$ cat src/rtl/uart_pkg.sv
// Shared types and constants for the UART transmit path.
package uart_pkg;

  typedef enum logic [1:0] {
    PAR_NONE = 2'b00,
    PAR_EVEN = 2'b01,
    PAR_ODD  = 2'b10,
    PAR_RSVD = 2'b11
  } parity_mode_e;

  typedef enum logic [2:0] {
    IDLE   = 3'd0,
    START  = 3'd1,
    DATA   = 3'd2,
    PARITY = 3'd3,
    STOP   = 3'd4
  } tx_state_e;

  localparam logic UART_IDLE_LEVEL = 1'b1;

  // Reserved mode behaves like no parity.
  function automatic logic parity_on(parity_mode_e m);
    return (m == PAR_EVEN) || (m == PAR_ODD);
  endfunction

endpackage

$ cat src/rtl/uart_sync_fifo.sv
// Single-clock FIFO with registered full/empty/level and a synchronous flush.
module uart_sync_fifo #(
  parameter int WIDTH = 8,
  parameter int DEPTH = 16,
  parameter int LVL_W = $clog2(DEPTH) + 1
) (
  input  logic             clk,
  input  logic             rst_n,
  input  logic             wr_i,
  input  logic [WIDTH-1:0] wdata_i,
  input  logic             rd_i,
  input  logic             flush_i,
  output logic [WIDTH-1:0] rdata_o,
  output logic             full_o,
  output logic             empty_o,
  output logic [LVL_W-1:0] level_o
);

  localparam int AW = $clog2(DEPTH);

  logic [WIDTH-1:0] mem [DEPTH];
  logic [AW-1:0]    wptr_q, wptr_d, rptr_q, rptr_d;
  logic [LVL_W-1:0] level_q, level_d;
  logic             full_q, empty_q;
  logic             do_wr, do_rd;

  // A write while full is dropped even if a read frees a slot this cycle.
  assign do_wr = wr_i && !full_q && !flush_i;
  assign do_rd = rd_i && !empty_q && !flush_i;

  always_comb begin
    wptr_d  = wptr_q;
    rptr_d  = rptr_q;
    level_d = level_q;
    if (flush_i) begin
      wptr_d  = '0;
      rptr_d  = '0;
      level_d = '0;
    end else begin
      if (do_wr) wptr_d = wptr_q + AW'(1);
      if (do_rd) rptr_d = rptr_q + AW'(1);
      level_d = level_q + LVL_W'(do_wr) - LVL_W'(do_rd);
    end
  end

  always_ff @(posedge clk or negedge rst_n) begin
    if (!rst_n) begin
      wptr_q  <= '0;
      rptr_q  <= '0;
      level_q <= '0;
      full_q  <= 1'b0;
      empty_q <= 1'b1;
    end else begin
      wptr_q  <= wptr_d;
      rptr_q  <= rptr_d;
      level_q <= level_d;
      full_q  <= (level_d == LVL_W'(DEPTH));
      empty_q <= (level_d == '0);
    end
  end

  always_ff @(posedge clk) begin
    if (do_wr) mem[wptr_q] <= wdata_i;
  end

  assign rdata_o = mem[rptr_q];
  assign full_o  = full_q;
  assign empty_o = empty_q;
  assign level_o = level_q;

endmodule

$ cat src/rtl/uart_tx_engine.sv
// UART transmitter: write FIFO plus serializer with per-frame parity, stop bits and bit period.
module uart_tx_engine #(
  parameter int DATA_WIDTH = 8,
  parameter int FIFO_DEPTH = 16,
  parameter int DIV_WIDTH  = 16
) (
  input  logic                          clk,
  input  logic                          rst_n,
  input  logic [DIV_WIDTH-1:0]          baud_div,
  input  logic [1:0]                    parity_mode,
  input  logic                          stop_bits,
  input  logic [DATA_WIDTH-1:0]         tx_data,
  input  logic                          tx_wr_en,
  input  logic                          abort_tx,
  output logic                          tx,
  output logic                          tx_full,
  output logic                          tx_empty,
  output logic [$clog2(FIFO_DEPTH):0]   tx_level,
  output logic                          tx_busy,
  output logic                          tx_underrun,
  output logic                          tx_overflow
);

  import uart_pkg::*;

  localparam int LVL_W = $clog2(FIFO_DEPTH) + 1;
  localparam int IDX_W = $clog2(DATA_WIDTH + 1);

  tx_state_e             state_q, state_d;
  logic [DIV_WIDTH-1:0]  cnt_q, cnt_d;
  logic [IDX_W-1:0]      bit_q, bit_d;
  logic [DATA_WIDTH-1:0] shreg_q, shreg_d;
  logic [DIV_WIDTH-1:0]  fld_q, fld_d;
  logic                  fpar_en_q, fpar_en_d;
  logic                  fpar_bit_q, fpar_bit_d;
  logic                  fstop_q, fstop_d;
  logic                  tx_q, tx_d;
  logic                  underrun_q, underrun_d;
  logic                  overflow_q, overflow_d;

  logic                  pop, start_frame, cnt_last;
  logic                  fifo_full, fifo_empty;
  logic [DATA_WIDTH-1:0] fifo_rdata;
  logic [LVL_W-1:0]      fifo_level;
  logic [DIV_WIDTH-1:0]  live_ld;
  parity_mode_e          pm;

  uart_sync_fifo #(
    .WIDTH (DATA_WIDTH),
    .DEPTH (FIFO_DEPTH),
    .LVL_W (LVL_W)
  ) u_fifo (
    .clk     (clk),
    .rst_n   (rst_n),
    .wr_i    (tx_wr_en),
    .wdata_i (tx_data),
    .rd_i    (pop),
    .flush_i (abort_tx),
    .rdata_o (fifo_rdata),
    .full_o  (fifo_full),
    .empty_o (fifo_empty),
    .level_o (fifo_level)
  );

  // Counter reload value is period-1; a zero divider means one cycle per bit.
  assign live_ld  = (baud_div == '0) ? '0 : baud_div - DIV_WIDTH'(1);
  assign pm       = parity_mode_e'(parity_mode);
  assign cnt_last = (cnt_q == '0);

  always_comb begin
    state_d     = state_q;
    cnt_d       = cnt_q;
    bit_d       = bit_q;
    shreg_d     = shreg_q;
    fld_d       = fld_q;
    fpar_en_d   = fpar_en_q;
    fpar_bit_d  = fpar_bit_q;
    fstop_d     = fstop_q;
    underrun_d  = 1'b0;
    start_frame = 1'b0;
    pop         = 1'b0;

    if (state_q != IDLE && !cnt_last) cnt_d = cnt_q - DIV_WIDTH'(1);

    unique case (state_q)
      IDLE: begin
        if (!fifo_empty) start_frame = 1'b1;
      end
      START: begin
        if (cnt_last) begin
          state_d = DATA;
          cnt_d   = fld_q;
          bit_d   = '0;
        end
      end
      DATA: begin
        if (cnt_last) begin
          cnt_d   = fld_q;
          shreg_d = shreg_q >> 1;
          if (bit_q == IDX_W'(DATA_WIDTH - 1)) begin
            bit_d   = '0;
            state_d = fpar_en_q ? PARITY : STOP;
          end else begin
            bit_d = bit_q + IDX_W'(1);
          end
        end
      end
      PARITY: begin
        if (cnt_last) begin
          state_d = STOP;
          cnt_d   = fld_q;
          bit_d   = '0;
        end
      end
      STOP: begin
        if (cnt_last) begin
          if (bit_q == '0 && fstop_q) begin
            bit_d = IDX_W'(1);
            cnt_d = fld_q;
          end else if (!fifo_empty) begin
            start_frame = 1'b1;
          end else begin
            state_d    = IDLE;
            underrun_d = 1'b1;
          end
        end
      end
      default: state_d = IDLE;
    endcase

    // Frame config is latched here so later input changes cannot disturb this frame.
    if (start_frame) begin
      pop        = 1'b1;
      state_d    = START;
      cnt_d      = live_ld;
      bit_d      = '0;
      shreg_d    = fifo_rdata;
      fld_d      = live_ld;
      fpar_en_d  = parity_on(pm);
      fpar_bit_d = (pm == PAR_ODD) ? ~^fifo_rdata : ^fifo_rdata;
      fstop_d    = stop_bits;
    end

    unique case (state_q)
      START:   tx_d = 1'b0;
      DATA:    tx_d = shreg_q[0];
      PARITY:  tx_d = fpar_bit_q;
      default: tx_d = UART_IDLE_LEVEL;
    endcase

    overflow_d = tx_wr_en && fifo_full && !abort_tx;

    if (abort_tx) begin
      state_d    = IDLE;
      pop        = 1'b0;
      cnt_d      = '0;
      bit_d      = '0;
      tx_d       = UART_IDLE_LEVEL;
      underrun_d = 1'b0;
    end
  end

  always_ff @(posedge clk or negedge rst_n) begin
    if (!rst_n) begin
      state_q    <= IDLE;
      cnt_q      <= '0;
      bit_q      <= '0;
      shreg_q    <= '0;
      fld_q      <= '0;
      fpar_en_q  <= 1'b0;
      fpar_bit_q <= 1'b0;
      fstop_q    <= 1'b0;
      tx_q       <= UART_IDLE_LEVEL;
      underrun_q <= 1'b0;
      overflow_q <= 1'b0;
    end else begin
      state_q    <= state_d;
      cnt_q      <= cnt_d;
      bit_q      <= bit_d;
      shreg_q    <= shreg_d;
      fld_q      <= fld_d;
      fpar_en_q  <= fpar_en_d;
      fpar_bit_q <= fpar_bit_d;
      fstop_q    <= fstop_d;
      tx_q       <= tx_d;
      underrun_q <= underrun_d;
      overflow_q <= overflow_d;
    end
  end

  assign tx          = tx_q;
  assign tx_full     = fifo_full;
  assign tx_empty    = fifo_empty;
  assign tx_level    = fifo_level;
  assign tx_busy     = (state_q != IDLE);
  assign tx_underrun = underrun_q;
  assign tx_overflow = overflow_q;

endmodule

$ cat config.mk
export PLATFORM = sky130hd
export DESIGN_NAME = uart_tx_engine
export DESIGN_NICKNAME = d
export VERILOG_FILES = /design/src/rtl/uart_pkg.sv /design/src/rtl/uart_sync_fifo.sv /design/src/rtl/uart_tx_engine.sv
export SDC_FILE = /design/constraint.sdc
export NUM_CORES = 1
export LEC_CHECK = 0
export CELL_PAD_IN_SITES_DETAIL_PLACEMENT = 1
export CELL_PAD_IN_SITES_GLOBAL_PLACEMENT = 2
export CORE_MARGIN = 3
export CORE_UTILIZATION = 25
export DETAILED_ROUTE_END_ITERATION = 6
export HOLD_SLACK_MARGIN = 0.02
export PLACE_DENSITY = 0.53
export SETUP_SLACK_MARGIN = 0.15
export SLEW_MARGIN = 20
export SYNTH_ARGS = -nofsm -noshare
export SYNTH_HDL_FRONTEND = slang
export SYNTH_SLANG_ARGS = --single-unit
$ cat constraint.sdc
create_clock -name clk -period 12.9 [get_ports clk]
set_input_delay 2.58 -clock clk [delete_from_list [all_inputs] [get_ports clk]]
set_output_delay 2.58 -clock clk [all_outputs]
set_load 0.01 [all_outputs]
# [Yosys cells after proc, flatten, opt, wreduce, memory -nomap -nowiden]
# Memories as Yosys holds them, arrays and structs flattened.
# Index checks and enable logic that the tools add are counted.
[totals] register_bits=68 latch_bits=0 ramBits=128 mem_bits_ro=0 input_bits=31 out_inout_bits=11 elab_cells=124 memories=1
[op_classes] n_addsub=7 multipliers=0 div=0 magnitude_cmp=0 eq_ne=18 shifts=0 mux=51 bitwise=0 n_reduce_logical=31
[memory_table] name="u_fifo.mem" words=16 word_bits=8 rd=1 rd_ports_with_merged_regs=0 wr=1 line_no="uart_sync_fifo.sv:21" source="logic [WIDTH-1:0] mem [DEPTH];"
[ops] cell="16-bit two-way mux" n=7
[ops] cell="4-bit two-way mux" n=11
[ops] cell="16-bit logical NOT" n=2
[ops] cell="16-bit case mux with 2 select lines" n=1
[ops] cell="16-bit by 1-bit subtractor with 16-bit output (second input constant)" n=2
[ops] cell="3-bit two-way mux" n=10
[ops] cell="4-bit inequality test (second input constant)" n=7
[ops] cell="8-bit two-way mux" n=3
[ops] cell="3-bit case mux with 5 select lines" n=1
[ops] cell="1-bit two-way mux" n=14
[ops] cell="4-bit by 1-bit adder with 4-bit output (second input constant)" n=3
[ops] cell="4-bit case mux with 3 select lines" n=1
[ops] cell="1-bit logical AND" n=8
[ops] cell="8-bit AND reduction" n=1
[ops] cell="2-bit nonzero test" n=4
[ops] cell="8-bit XNOR reduction" n=1
[ops] cell="8-bit parity" n=1
[ops] cell="3-bit by 2-bit equality test with 1-bit output (second input constant)" n=2
[ops] cell="5-bit by 1-bit adder with 5-bit output" n=1
[ops] cell="5-bit equality test (second input constant)" n=1
[ops] cell="5-bit logical NOT" n=1
[ops] cell="5-bit two-way mux" n=1
[ops] cell="5-bit AND reduction" n=1
[ops] cell="5-bit nonzero test" n=1
[ops] cell="other kinds (19)" n=22

# [Longest topological paths before layout]
[logic_depth] depth_word=12 ltp_mapped=19 mapped_depth_nobuf=18

# [Cells and area by module]
# A second synthesis with hierarchy kept.
[unflattened] hier_cells=700 area_unflattened_um2=9168.8
[by_module_without_submodules] module="uart_sync_fifo" n_inst=1 cells_per_inst=338 area_per_inst_um2=5861.9 seq_area_each_um2=4220.3
[by_module_without_submodules] module="uart_tx_engine" n_inst=1 cells_per_inst=362 area_per_inst_um2=3306.9 seq_area_each_um2=1327.5

# [Least setup slack after synthesis]
# Ideal clock, no wire load.
[synth_timing] kind="input-to-reg" from="input port abort_tx" to="register u_fifo.empty_q (netlist: u_fifo.empty_o)" setup_ns=0.069 arrival_ns=4.730 setup_slack_ns=8.102 path_stages=12 path_buffers=2 cell_sequence="clkbuf_1 clkbuf_1 nor2_1 ha_1 inv_1 ha_1 inv_1 fa_1 xor2_1 nor2_1 nor4_1 nor2b_1"
[synth_via] elab_chain_len=6
[synth_lines] element="start, declared" line_no="uart_tx_engine.sv:14" source="input logic abort_tx,"
[synth_lines] element="1-bit logical NOT or 1-bit two-way mux (tied branches)" line_no="uart_sync_fifo.sv:28, uart_sync_fifo.sv:29, uart_tx_engine.sv:153"
[synth_lines] element="1-bit logical AND (on tied branches)" line_no="uart_sync_fifo.sv:28, uart_sync_fifo.sv:29"
[synth_lines] element="5-bit by 1-bit adder with 5-bit output or 1-bit logical AND (tied branches)" line_no="uart_sync_fifo.sv:42, uart_sync_fifo.sv:29"
[synth_lines] element="5-bit by 1-bit subtractor with 5-bit output" line_no="uart_sync_fifo.sv:42" source="level_d = level_q + LVL_W'(do_wr) - LVL_W'(do_rd);"
[synth_lines] element="5-bit two-way mux *" line_no="uart_sync_fifo.sv:35" source="if (flush_i) begin"
[synth_lines] element="net u_fifo.level_d[2]" line_no="uart_sync_fifo.sv:23" source="logic [LVL_W-1:0] level_q, level_d;"
[synth_lines] element="5-bit logical NOT *" line_no="uart_sync_fifo.sv:58" source="empty_q <= (level_d == '0);"
[synth_lines] element="end signal, assigned" line_no="uart_sync_fifo.sv:58"
[synth_lines] element="end, declared" line_no="uart_sync_fifo.sv:24" source="logic full_q, empty_q;"
# Mark *: on every way through the listed nets, which the timed path passes. The rest lies on a longest branch.
# A chain may end at the register's enable or synchronous reset.

# [Final worst setup path]
[layout_timing] from="input port baud_div[9]" to="register cnt_q[15]"
[layout_via] elab_chain_len=4
[layout_lines] element="start, declared" line_no="uart_tx_engine.sv:9" source="input logic [DIV_WIDTH-1:0] baud_div,"
[layout_lines] element="16-bit by 1-bit subtractor with 16-bit output or 16-bit logical NOT (tied branches)" line_no="uart_tx_engine.sv:66" source="assign live_ld = (baud_div == '0) ? '0 : baud_div - DIV_WIDTH'(1);"
[layout_lines] element="16-bit two-way mux *" line_no="uart_tx_engine.sv:66"
[layout_lines] element="16-bit two-way mux *" line_no="uart_tx_engine.sv:132" source="if (start_frame) begin"
[layout_lines] element="16-bit two-way mux *" line_no="uart_tx_engine.sv:153" source="if (abort_tx) begin"
[layout_lines] element="net cnt_d[15]" line_no="uart_tx_engine.sv:30" source="logic [DIV_WIDTH-1:0] cnt_q, cnt_d;"
[layout_lines] element="end signal, assigned" line_no="uart_tx_engine.sv:178" source="cnt_q <= cnt_d;"
[layout_lines] element="end, declared" line_no="uart_tx_engine.sv:30"
# Marked as above.

==> metrics.yaml <==
status: "finished clean"
cp_max_fo: 25
cts-resized-gates: 0
yosys_warnings: 0
grt_first_pass_wirelength_mm: 36.04
cts_root_buf: "clkbuf_16"
hp-start: "fld_q[4]$_DFFE_PN0N_"
drt-total-wl_mm: 23.04
leakage_nw: 3.703
avgSynthCellArea_sq_um: 13.08
antenna_cells: 0
drt-vias-per-instance: 4.639
ctsHtreeMaxLevel: 4
ant_nets: 0
path_cells: "clkdlybuf4s50_1, or4_1, or3_1, nor4_1, nand3_1, nand2_2, nor2_1, o21ba_2"
synthTopCellsByArea: "edfxtp_1 43%, dfrtp_1 19%, mux2i_1 4.5%"
powerDensity_nw_per_um2: 197.4
nNetsFinal: 756
synth_fp_nets: 725
hold-path-cell-count: 2
fin_crit_ns: 4.982
core-area_sq_um: 34710
max-slew-margin-rel_pct: 31.02
place_congestion: 0.7272
drt_iter0_drc: 337
met1_usage_pct: 15.67
worst_pin_slew_ns: 1.031
grt_start_max_net_pins: 69
clkTransAtPathRegs_ns: 0.07
synth_edf_count: 128
clock_skew_ns: 0.01137
drive_gt1_share_pct: 9.318
synth_most_common_cell: "edfxtp_1"
pwr-share-seq_pct: 40.2
p_int_w: 0.001354
drv_cap: 0
nFillCells: 3739
peakVddDrop_mv: 0.1175
min_period_over_period_pct: 38.62
pwr-share-comb_pct: 32.1
synth.cell_area_sq_um: 8853
ys_ff_latch: 196
syn_inst: 677
synth_flop_cell: "edfxtp_1"
cpMaxStageDelayCell: "or4_1"
worstHoldEndpoint: "fld_q[4]$_DFFE_PN0N_"
r2r.worst_path.cells: 15
pin_count: 42
cp-end-kind: "flop"
clkPwrFrac_pct: 27.7
r2r-end: "u_fifo.empty_o$_DFF_PN1_"
grt_usage_pct: 12.39
cp-start-kind: "input port"
r2r_start: "cnt_q[8]$_DFF_PN0_"
via_count: 5446
yosysSeqAreaShare_pct: 62.66
swShare_pct: 33.85
slew_violations: 0
synthArstFlopShare_pct: 34.69
final-hold-violation-count: 0
critPathMaxStageDelay_ns: 0.59
postCtsSetupBuffers: 0
portBuffers: 41
drt_pre_antenna_iters: 4
cp.arrival_ns: 5.31
hpwl_mm: 15.56
yosysTopAreaCellShare_pct: 43.41
clock_path_buffers: 2
grt-ovfl-total: 0
grt_busiest_layer: "met2"
use_met3_pct: 2.294
die_y_um: 194.2
worstPathRequired_ns: 13.23
tns_ns: 0
synthToLayoutAreaGrowth_pct: 17.16
wire_per_inst_um: 19.62
holdBufCountCts: 0
holdCritPathClass: "reg -> reg"
post-synth-top-area-cell: "edfxtp_1"
row_count: 68
grtUsageMet2_pct: 21.80
grt_pass1_vias: 6069
cts.sinks: 196
rsz0062_at_grt: "no"
die_w_um: 194.2
r2r_slack_ns: 7.98
cts_tree: "yes"
antenna_found_initial: 0
hold_ws_ns: 0.4808
die-area_sq_um: 37710
final-setup-viol-count: 0
synthDistinctLibCells: 58
crit_type: "in -> reg"
drc_errors: 0
fmax_mhz: 200.7
p_switching_w: 0.0006930
cts_made_buffers: 17
start_util_pct: 25.50
clk_latency_ns: 0.44
synth_common_cells: "128 x edfxtp_1, 66 x dfrtp_1, 62 x nor2_1, 59 x nand2_1, 40 x mux2i_1"
[layout make-up]
| type | instances | area (sq um) | share of cell area, % |
|---|---|---|---|
| clock buffers | 17 | 425.4 | 4.101 |
| clock inverters | 13 | 196.4 | 1.894 |
| inverters | 21 | 78.83 | 0.7600 |
| multi-input cells | 427 | 3115 | 30.04 |
| flip-flops and latches | 196 | 5549 | 53.50 |
| well taps | 455 | 569.3 | 5.489 |
| repair buffers | 45 | 437.9 | 4.222 |
[critical path, delay by kind of cell]
kind | cells | cell delay, ns
simple gates | 6 | 2.04
buf+inv | 1 | 0.46
compound gates | 1 | 0.23
[flip-flops by register name, indices dropped and copies added (netlist names)]
name            count
bit_q               4
tx                  1
cnt_q              16
u_fifo.wptr_q       4
u_fifo.full_o       1
u_fifo.rptr_q       4
tx_overflow         1
fld_q              16
fpar_en_q           1
shreg_q             8
tx_underrun         1
u_fifo.mem        128
state_q             3
u_fifo.empty_o      1
fpar_bit_q          1
u_fifo.level_o      5
fstop_q             1
[power by group through the flow]
stage               logic, W  clock network, W  registers (W)
floorplan           0.000489                 0       0.000810
global placement    0.000652                 0       0.000836
detailed placement  0.000672                 0       0.000837
CTS                 0.000675          0.000583       0.000825
global route        0.000740          0.000611       0.000836
finish              0.000657          0.000567       0.000824
[stage by stage]
step	util, %	cells	cell area, sq um	setup WS, ns	power (W)
CTS	29.82	1174	10350	7.771	0.002084
detailed placement	28.03	1144	9731	7.314	0.001509
finish	29.88	1174	10370	7.918	0.002047
floorplan	-	677	8853	8.102	0.001299
global placement	28.03	1144	9731	7.494	0.001488
global route	29.88	1174	10370	7.541	0.002187
[layout by cell type, fill, tap and decap left out, types with 7 or more instances in the layout]
master,netlist,layout
edfxtp_1,128,128
o21ai_0,35,35
nor3_1,25,21
xor2_1,18,18
a21oi_1,19,19
a22oi_1,9,9
inv_1,20,20
ha_1,16,16
nor2_1,62,62
a221oi_1,17,17
nand2_1,59,59
nand3_1,7,7
dfrtp_1,66,65
o22a_1,9,9
clkbuf_16,0,17
mux2i_1,40,40
clkdlybuf4s50_1,0,40
mux4_2,16,16
xnor2_1,24,24
[logic make-up (layout without fill, tap and decap cells)]
group           after synthesis  count (layout)  synth area share [%]
compound gates              116             116                 9.087
xor+xnor                     43              43                 4.409
fa+ha+maj                    17              17                 2.487
buf+inv                      54              96                 2.374
flops                       196             196                 62.66
mux                          56              56                 8.592
simple gates                195             195                 10.39
[worst max-delay path by stage]
stage / cells after the start / start / slack, ns / end
floorplan: 12 / abort_tx / 8.10 / u_fifo.empty_o$_DFF_PN1_
global placement: 10 / abort_tx / 7.49 / u_fifo.empty_o$_DFF_PN1_
detailed placement: 5 / abort_tx / 7.31 / u_fifo.mem[3][1]$_DFFE_PP_
CTS: 5 / abort_tx / 7.77 / u_fifo.mem[1][4]$_DFFE_PP_
global route: 15 / cnt_q[9]$_DFF_PN0_ / 7.54 / u_fifo.empty_o$_DFF_PN1_
finish: 8 / baud_div[9] / 7.92 / cnt_q[15]$_DFF_PN0_
[layer usage]
layer  wire length (um)  vias to the layer above  part of all wire (%)
met3                624                       18                   2.7
met4                316                        0                   1.4
li1                   -                     2559                     -
met1              10390                     2796                    45
met5                  0                        -                     0
met2              11710                       73                    51
Power figures use the tool's default switching activity.
